### config.mk
export PLATFORM = sky130hd
export DESIGN_NAME = dll_phase_sel_ctrl
export DESIGN_NICKNAME = d
export VERILOG_FILES = /design/src/rtl/dll_phase_sel_ctrl.sv
export SDC_FILE = /design/constraint.sdc
export NUM_CORES = 1
export LEC_CHECK = 0
export ABC_AREA = 1
export CAP_MARGIN = 15
export CORE_ASPECT_RATIO = 1.25
export CORE_MARGIN = 1
export CORE_UTILIZATION = 53
export DETAILED_ROUTE_END_ITERATION = 10
export GPL_ROUTABILITY_DRIVEN = 0
export PLACE_DENSITY_LB_ADDON = 0.3
export SYNTH_ARGS = -nofsm -noshare
export SYNTH_HDL_FRONTEND = slang
export SYNTH_SLANG_ARGS = --single-unit
### constraint.sdc
create_clock -name clk -period 2.1 [get_ports clk]
set_input_delay 0.21 -clock clk [delete_from_list [all_inputs] [get_ports clk]]
set_output_delay 0.21 -clock clk [all_outputs]
set_load 0.03 [all_outputs]
### src/rtl/dll_phase_sel_ctrl.sv
// Phase-select controller for the FMDLL coarse delay line: 3-step SAR search over 8 phases,
// then bounded +/-1 tracking until the phase detector reports neutral (lock) or a timeout.
module dll_phase_sel_ctrl #(
    parameter int unsigned SETTLE_CYC  = 4,
    parameter int unsigned COUNT_LIMIT = 5
) (
    input  logic       clk,
    input  logic       rst,
    input  logic       start,
    input  logic       pd_valid,
    input  logic       pd_up,
    input  logic       pd_dn,
    output logic [2:0] Q,
    output logic [3:0] count,
    output logic       busy,
    output logic       locked,
    output logic       fail
);

    localparam int unsigned SetW = (SETTLE_CYC > 1) ? $clog2(SETTLE_CYC) : 1;
    localparam logic [SetW-1:0] SettleLast = SetW'(SETTLE_CYC - 1);
    localparam logic [4:0] CountLimit = 5'(COUNT_LIMIT);
    localparam logic [2:0] QMid = 3'd4;
    localparam logic [3:0] CountPark = 4'hF;

    typedef enum logic [2:0] {
        StIdle,
        StSettle,
        StSample,
        StDone,
        StFail
    } state_e;

    state_e state_q, state_d;
    logic [2:0] q_q, q_d;
    logic [3:0] count_q, count_d;
    logic [SetW-1:0] settle_q, settle_d;
    logic busy_q, busy_d;
    logic locked_q, locked_d;
    logic fail_q, fail_d;

    logic up, dn;
    logic [4:0] count_inc;
    logic [2:0] sar_q;
    logic [2:0] track_q;

    assign up = pd_up & ~pd_dn;
    assign dn = pd_dn & ~pd_up;
    assign count_inc = {1'b0, count_q} + 5'd1;

    // SAR step on bit b = 2 - count: keep b only on up, then arm bit b-1.
    always_comb begin
        sar_q = q_q;
        unique case (count_q[1:0])
            2'd0:    sar_q = {q_q[2] & up, 1'b1, q_q[0]};
            2'd1:    sar_q = {q_q[2], q_q[1] & up, 1'b1};
            default: sar_q = {q_q[2:1], q_q[0] & up};
        endcase
    end

    // Tracking step saturates at the ends of the phase range.
    always_comb begin
        track_q = q_q;
        if (up && q_q != 3'd7) begin
            track_q = q_q + 3'd1;
        end else if (dn && q_q != 3'd0) begin
            track_q = q_q - 3'd1;
        end
    end

    always_comb begin
        state_d  = state_q;
        q_d      = q_q;
        count_d  = count_q;
        settle_d = settle_q;

        unique case (state_q)
            StIdle, StDone, StFail: begin
                if (start) begin
                    state_d  = StSettle;
                    q_d      = QMid;
                    count_d  = 4'd0;
                    settle_d = '0;
                end
            end
            StSettle: begin
                if (settle_q == SettleLast) begin
                    state_d  = StSample;
                    settle_d = '0;
                end else begin
                    settle_d = settle_q + 1'b1;
                end
            end
            StSample: begin
                if (pd_valid) begin
                    if (count_q < 4'd3) begin
                        state_d  = StSettle;
                        settle_d = '0;
                        q_d      = sar_q;
                        count_d  = count_inc[3:0];
                    end else if (!up && !dn) begin
                        state_d = StDone;
                        count_d = count_inc[3:0];
                    end else if (count_inc > CountLimit) begin
                        state_d = StFail;
                        q_d     = QMid;
                        count_d = CountPark;
                    end else begin
                        state_d  = StSettle;
                        settle_d = '0;
                        q_d      = track_q;
                        count_d  = count_inc[3:0];
                    end
                end
            end
            default: begin
                state_d = StIdle;
            end
        endcase

        busy_d   = (state_d == StSettle) || (state_d == StSample);
        locked_d = (state_d == StDone);
        fail_d   = (state_d == StFail);
    end

    always_ff @(posedge clk) begin
        if (rst) begin
            state_q  <= StIdle;
            q_q      <= QMid;
            count_q  <= 4'd0;
            settle_q <= '0;
            busy_q   <= 1'b0;
            locked_q <= 1'b0;
            fail_q   <= 1'b0;
        end else begin
            state_q  <= state_d;
            q_q      <= q_d;
            count_q  <= count_d;
            settle_q <= settle_d;
            busy_q   <= busy_d;
            locked_q <= locked_d;
            fail_q   <= fail_d;
        end
    end

    assign Q      = q_q;
    assign count  = count_q;
    assign busy   = busy_q;
    assign locked = locked_q;
    assign fail   = fail_q;

endmodule

==> flow_summary.ini, run 1 <==
[floorplanning]
die_x_um = 42.58
dieArea_mm2 = 0.002245
fp.coreArea_mm2 = 0.001959
die_h_um = 52.73
pin_count = 16
initial_core_util_pct = 55.68
num_rows = 18

[synth]
seq_area_frac_synth_pct = 27.52
synthCells = 174
syn_area_mm2 = 0.001091
yosys_register_bits = 15
synth.distinct_cells = 21
synth_warnings = 0
avgSynthCellArea_um2 = 6.270
synth_nets = 188

[cts]
cts_tree = built
cts_buffer_depth = 2
h-tree-depth = 1
path_clk_slew_ns = 0.10
ctsResizeCount = 0
cts_made_buffers = 3
clk_latency_ns = 0.29
cts_root_buf = clkbuf_4
clock_sinks = 15
hold_buffers = 0
postCtsSetupRepairBufs = 0

[finish]
num_antenna_cells = 0
utilization_pct = 66.60
drive_above_1_share_pct = 10.31
area_growth_pct = 19.61
final_area_mm2 = 0.001305
nNetsFinal = 209

[grt]
grt_pass1_wl_um = 4050
grt_util_all_layers_pct = 23.32
grt_pass1_vias = 1024
globalRouteOverflowTotal = 0
grt_max_degree = 10
antenna_found_initial = 0

[sta]
fin_crit_ns = 1.732
maxSlewViolCount = 0
worst_slew_pin_slew_ns = 0.3232
hold_ws_ns = 0.4937
period_share_pct = 82.48
finalSetupTns_ns = 0
clock_skew_ns = 0.009847
max_freq_mhz = 577.4
rsz0062_at_grt = false
relSlewSlack_pct = 78.22
setup_viol = 0
hold_viol_final = 0

[drt]
drc = 0
detail-route-antenna-nets = 0
drtPass1Iterations = 4
wl_per_cell_um = 11.29
wl_um = 2416
vias = 1148
via_per_inst = 5.364
drt_iter0_drc = 24

[power_and_ir_drop]
p_leak_nw = 0.6753
p_per_area_mw_per_mm2 = 489.7
ir_worst_vdd_v = 0.0004640

[critical_path]
path_max_fanout = 2
critPathLaunchType = primary input
cp.arrival_ns = 1.97
worstPathRequired_ns = 2.34
worstSetupEndpointType = flop
critPathKind = primary input to flop

[hold_path]
min_path_type = flop to flop

[status]
status = complete, no violations

[job]
maxCapViolations = 0

[placed_design]
place_area_mm2 = 0.001277
port-buffer-count = 15
hpwl_um = 1951
==> synth_stat cells, drive strengths merged <==
library cell / instances / share of area (%)
a21oi: 12 / 5.5
a31oi: 1 / 0.57
a41oi: 1 / 0.80
clkbuf: 1 / 0.34
dfxtp: 15 / 28
fa: 1 / 1.8
ha: 7 / 8.0
inv: 34 / 12
nand2: 48 / 18
nand3: 22 / 11
nand4: 4 / 2.3
nor2: 16 / 5.5
nor3: 2 / 0.92
o211ai: 1 / 0.69
o21ai: 7 / 3.6
o22ai: 1 / 0.57
xor2: 1 / 0.80
==> final cells by class <==
cell class                      count  area (um^2)
Clock buffer                        3        22.52
Clock inverter                      1        5.005
Fill cell                         177        654.4
Inverter                           34        127.6
Multi-Input combinational cell    124        659.4
Sequential cell                    15        300.3
Tap cell                           20        25.02
Timing Repair Buffer               17        165.2
==> through the flow <==
step / power (W) / instances / setup slack, ns
finish: 0.0006390 / 214 / 0.3680
global route: 0.0006704 / 214 / 0.2544
CTS: 0.0006351 / 214 / 0.3464
detailed placement: 0.0004732 / 210 / 0.05955
global placement: 0.0004692 / 210 / 0.1120
floorplan: 0.0004224 / 174 / 0.3562
==> report_power, final <==
part	internal, W	total (W)	switching, W
Clock	0.0000708	0.000172	0.000101
Combinational	0.0000620	0.000155	0.0000931
Sequential	0.000297	0.000312	0.0000154
==> worst max-delay path, stage by stage <==
cell             delay, ns
clkdlybuf4s50_1       0.49
inv_1                 0.05
ha_1                  0.19
nand2_1               0.09
inv_1                 0.05
fa_1                  0.43
nor3_1                0.18
a21oi_1               0.09
nand3_1               0.08
nand2_1               0.05
nor2_1                0.07
==> final timing paths <==
path | start | to | slack (ns) | cells past startpoint
min | settle_q[1]$_SDFFE_PP0P_ | settle_q[1]$_SDFFE_PP0P_ | 0.49 | 2
min reg2reg | settle_q[1]$_SDFFE_PP0P_ | settle_q[1]$_SDFFE_PP0P_ | 0.49 | 2
max reg2reg | Q[2]$_SDFFE_PP1P_ | Q[1]$_SDFFE_PP0P_ | 0.40 | 9
max | pd_dn | Q[1]$_SDFFE_PP0P_ | 0.37 | 11
==> metal layers <==
layer | vias to the layer above | GRT usage, % | part of all wire [%]
met5 | - | 0 | 0
li1 | 595 | - | -
met3 | 6 | 3.103 | 3.6
met4 | 0 | 9.375 | 1.7
met1 | 513 | 26.57 | 42
met2 | 34 | 43.33 | 52
==> sequential cells by signal (all words and copies together) (netlist names) <==
name	flops
Q	3
busy	1
count	4
fail	1
locked	1
settle_q	2
state_q	3
==> layout by cell type, fill, tap and decap left out, types with 3 or more instances in the layout <==
master and count:
nand2_2 6, clkbuf_4 3, dfxtp_1 15, nor2_1 16, clkdlybuf4s50_1 15, o21ai_0 6
nand4_1 4, nand3_2 3, nand2_1 42, nand3_1 19, a21oi_1 12, ha_1 7
inv_2 4, inv_1 30
==> cells by family after synthesis <==
family | Yosys count | share of synthesized area [%]
compound gates | 23 | 11.70
xor+xnor | 1 | 0.8029
fa+ha+maj | 8 | 9.862
buf+inv | 35 | 12.04
flops | 15 | 27.52
simple gates | 92 | 38.07
(Power assumes the default switching activity.)
==> run 2: changes to the inputs <==
- clock period: 2.1 -> 1.8 ns (I/O delays scaled with it)
==> run 2 against run 1 <==
  * Setup slack worse by 0.29 ns
  * Wire length is 5.7% higher
  * Combinational power rose by 26%
  * Non-clock buffer count up 2
  * Die area did not move
  * Sequential power increased by 16%
  * Cell count is 0.93% higher
  * Sequential cell count did not move
  * Total power is 18% higher
  * Global-route usage increased by 2.0 points
  * Via count grew 1.2%
==> flow_summary.ini, run 2 (synthesis results as in run 1) <==
[cts]
clock_sinks = 15
cts_made_buffers = 3
cts_buffer_depth = 2
cts_tree = built
clk_latency_ns = 0.29
path_clk_slew_ns = 0.09
cts_root_buf = clkbuf_4
h-tree-depth = 1

[placed_design]
port-buffer-count = 15
hpwl_um = 2060

[power_and_ir_drop]
p_per_area_mw_per_mm2 = 565.8
power.switching_w = 0.0002416
p_int_w = 0.0005095
p_leak_nw = 0.6821
combPwrFrac_pct = 26.1
ir_worst_vdd_v = 0.0005946
clkPwrFrac_pct = 25.8
p_seq_share_pct = 48.2
power_w = 0.0007511
p_sw_share_pct = 32.17

[critical_path]
crit_path_cell_trace = clkdlybuf4s50_1 > inv_1 > ha_1 > nand2_1 > inv_1 > fa_1 > nor3_2 > a21oi_1 > nand3_1 > nand2_1 > nor2_1
critical-path-slowest-cell = fa_1
cp_top_family = adder cells
worstPathRequired_ns = 2.00
r2r_slack_ns = 0.15
cp.arrival_ns = 1.92
critPathKind = primary input to flop
worstSetupEndpointType = flop
path_buf_inv = 3
critPathMaxStageDelay_ns = 0.49
critPathLaunchType = primary input
path_max_fanout = 2

[grt]
globalRouteOverflowTotal = 0
antenna_found_initial = 0
grt_util_all_layers_pct = 25.29
grt_pass1_vias = 1092
grt_pass1_wl_um = 4360
grt_max_degree = 9

[drt]
wl_met3_um = 62
drt_iter0_drc = 38
via_per_inst = 5.380
routed.top_layer = met4
wl_um = 2554
m1WireLength_um = 1083
drtPass1Iterations = 4
detail-route-antenna-nets = 0
wl_per_cell_um = 11.82
drc = 0
vias = 1162
wl_met2_um = 1363

[floorplanning]
dieArea_mm2 = 0.002245
num_rows = 18
initial_core_util_pct = 55.68
pin_count = 16
die_h_um = 52.73
fp.coreArea_mm2 = 0.001959
die_x_um = 42.58

[finish]
final_common_cell = nand2_1
multi_input_area_um2 = 668.1
area_growth_pct = 21.67
drive_above_1_share_pct = 11.73
nNetsFinal = 211
mostFrequentLayoutCells = nand2_1 (42), inv_1 (30), nand3_1 (19)
seq_area_um2 = 300.3
largest_reg_flops = 4
fillerInstances = 175
num_antenna_cells = 0

[sta]
worst_slew_pin_slew_ns = 0.3153
setup_viol = 0
period_share_pct = 95.84
max_freq_mhz = 579.7
clock_skew_ns = 0.01047
hold_viol_final = 0
relSlewSlack_pct = 78.91
maxSlewViolCount = 0
fin_crit_ns = 1.725
hold_ws_ns = 0.4775

[hold_path]
min_path_type = flop to flop

[job]
maxCapViolations = 0

[status]
status = complete, no violations
==> run 2: cell types whose count changed in the layout (fill, tap and decap cells not counted), sizes merged <==
cell    before  now
buf          2    4
clkbuf       3    4
clkinv       1    0
==> run 2: power groups by stage <==
stage                     sequential [W]  combinational (W)  clock [W]
after CTS                       0.000361           0.000194   0.000194
after global routing            0.000364           0.000220   0.000205
final                           0.000362           0.000196   0.000194
after detailed placement        0.000369           0.000192          0
after floorplan                 0.000388           0.000105          0
after global placement          0.000368           0.000184          0
==> run 2: final timing paths <==
kind,start,end,cells after the start
max reg2reg,Q[0]$_SDFFE_PP0P_,Q[1]$_SDFFE_PP0P_,9
max,pd_dn,Q[1]$_SDFFE_PP0P_,11
min,settle_q[1]$_SDFFE_PP0P_,settle_q[1]$_SDFFE_PP0P_,2
min reg2reg,settle_q[1]$_SDFFE_PP0P_,settle_q[1]$_SDFFE_PP0P_,2
==> run 2: tightest hold or removal path, cell delays in order (launching register included) <==
cell     delay [ns]
dfxtp_1        0.33
nand2_1        0.06
a21oi_1        0.05
==> run 2: final cells by class <==
cell class,count,share of cell area (%)
repair buffers,19,13.57
clock buffers,4,1.979
multi-input cells,124,50.33
flip-flops and latches,15,22.62
well taps,20,1.885
inverters,34,9.614
==> run 2: stage by stage <==
step	TNS [ns]	cells	area [um^2]	setup slack, ns	util (%)
floorplan	0	174	1091	0.05623	-
global placement	-0.2569	212	1292	-0.1537	65.96
detailed placement	-0.4071	212	1292	-0.2428	65.96
CTS	0	216	1319	0.04529	67.31
global route	-0.01030	216	1328	-0.01030	67.75
finish	0	216	1328	0.07496	67.75
==> run 2: repair_timing <==
| item | in CTS | in global routing |
|---|---|---|
| resized for setup | 0 | 4 |
| buffers inserted | 0 | 0 |
| hold buffers | 0 | 0 |
| setup endpoints to repair | 0 | 11 |
==> run 2: routing by layer <==
metal,up-vias,global-route usage (%)
li1,605,-
met1,533,26.21
met2,18,49.23
met3,6,3.448
met4,0,11.98
met5,-,0
==> run 3: changes to the inputs <==
- CORE_UTILIZATION: 53 -> 45
- SKIP_CTS_REPAIR_TIMING: not set -> 1
==> run 3 against run 2 <==
  * Clock power is 2% lower
  * Total power is 1.1% lower
  * Setup slack better by 0.019 ns
  * First-iteration DRC count is 32% lower
  * Sequential power hardly changed
  * Global-route usage is 3.9 points lower
  * Clock skew is 0.0035 ns lower
  * Wire length is 2.7% lower
==> flow_summary.ini, run 3 (synthesis results as in run 1) <==
[status]
status = complete, no violations

[drt]
wl_per_cell_um = 10.94
detail-route-antenna-nets = 0
via_per_inst = 5.066
drt_iter0_drc = 26
drc = 0
drtPass1Iterations = 4
vias = 1150
wl_um = 2484

[hold_path]
min_path_type = flop to flop

[sta]
max_freq_mhz = 586.1
hold_viol_final = 0
period_share_pct = 94.78
setup_viol = 0
rsz0062_at_grt = false
relSlewSlack_pct = 77.82
hold_ws_ns = 0.4806
maxSlewViolCount = 0
setup_ws_ns = 0.09394
fin_crit_ns = 1.706
worst_slew_pin_slew_ns = 0.3315
finalSetupTns_ns = 0
clock_skew_ns = 0.006975

[critical_path]
path_max_fanout = 2
worstPathRequired_ns = 1.99
critPathLaunchType = primary input
critPathKind = primary input to flop
worstSetupEndpointType = flop
cp.arrival_ns = 1.90

[floorplanning]
die_h_um = 57.05
dieArea_mm2 = 0.002627
die_x_um = 46.04
fp.coreArea_mm2 = 0.002235
num_rows = 19
pin_count = 16
initial_core_util_pct = 48.82

[grt]
globalRouteOverflowTotal = 0
grt_max_degree = 9
antenna_found_initial = 0
grt_pass1_wl_um = 4257
grt_util_all_layers_pct = 21.42
grt_pass1_vias = 1052

[cts]
cts_made_buffers = 3
path_clk_slew_ns = 0.09
cts_buffer_depth = 2
clock_sinks = 15
clk_latency_ns = 0.28
cts_root_buf = clkbuf_4
cts_tree = built
h-tree-depth = 1

[finish]
final_common_cell = nand2_1
mostFrequentLayoutCells = nand2_1 (42), inv_1 (30), nand3_1 (19)
utilization_pct = 59.85
nNetsFinal = 211
num_antenna_cells = 0
largest_reg_flops = 4
area_growth_pct = 22.59
drive_above_1_share_pct = 11.22
fillerInstances = 230

[placed_design]
port-buffer-count = 15
hpwl_um = 2013
preCtsSetupSlack_ns = -0.2223

[power_and_ir_drop]
p_per_area_mw_per_mm2 = 555.2
ir_worst_vdd_v = 0.0004407
power_w = 0.0007426
p_leak_nw = 0.6819

[job]
maxCapViolations = 0
-- run 3: final timing paths --
| kind | cells past startpoint | startpoint | end | slack, ns |
|---|---|---|---|---|
| worst max register to register | 9 | Q[0]$_SDFFE_PP0P_ | Q[1]$_SDFFE_PP0P_ | 0.17 |
| worst max-delay path | 11 | pd_dn | Q[1]$_SDFFE_PP0P_ | 0.09 |
| worst min-delay path | 2 | settle_q[1]$_SDFFE_PP0P_ | settle_q[1]$_SDFFE_PP0P_ | 0.48 |
| worst min register to register | 2 | settle_q[1]$_SDFFE_PP0P_ | settle_q[1]$_SDFFE_PP0P_ | 0.48 |
-- run 3: critical path, stage by stage --
cell and delay [ns]:
clkdlybuf4s50_1 0.48, inv_1 0.05, ha_1 0.19, nand2_1 0.09, inv_1 0.05, fa_1 0.49
nor3_2 0.04, a21oi_1 0.14, nand3_1 0.08, nand2_1 0.07, nor2_1 0.03
-- run 3: final cells by class --
type / count / area [um^2] / area share (%)
Timing Repair Buffer: 19 / 180.2 / 13.47
Multi-Input combinational cell: 124 / 664.4 / 49.67
Clock buffer: 4 / 26.28 / 1.964
Inverter: 34 / 127.6 / 9.542
Sequential cell: 15 / 300.3 / 22.45
Tap cell: 31 / 38.79 / 2.900
-- run 3: layer usage --
layer	routed length [um]	global-route usage, %	share of wire [%]
met5	0	0	0
met4	24	6.723	0.97
met3	81	3.165	3.3
met2	1305	38.83	53
met1	1073	24.55	43
-- run 3: metrics by stage --
stage | instances | cell area [um^2]
2_1_floorplan | 174 | 1091
3_3_place_gp | 223 | 1306
3_5_place_dp | 223 | 1306
4_1_cts | 227 | 1333
5_1_grt | 227 | 1338
6_report | 227 | 1338
-- run 3: power by group --
part           switching (W)  internal (W)  total [W]
Combinational       0.000114     0.0000770   0.000191
Sequential         0.0000148      0.000346   0.000361
Clock               0.000104     0.0000861   0.000190
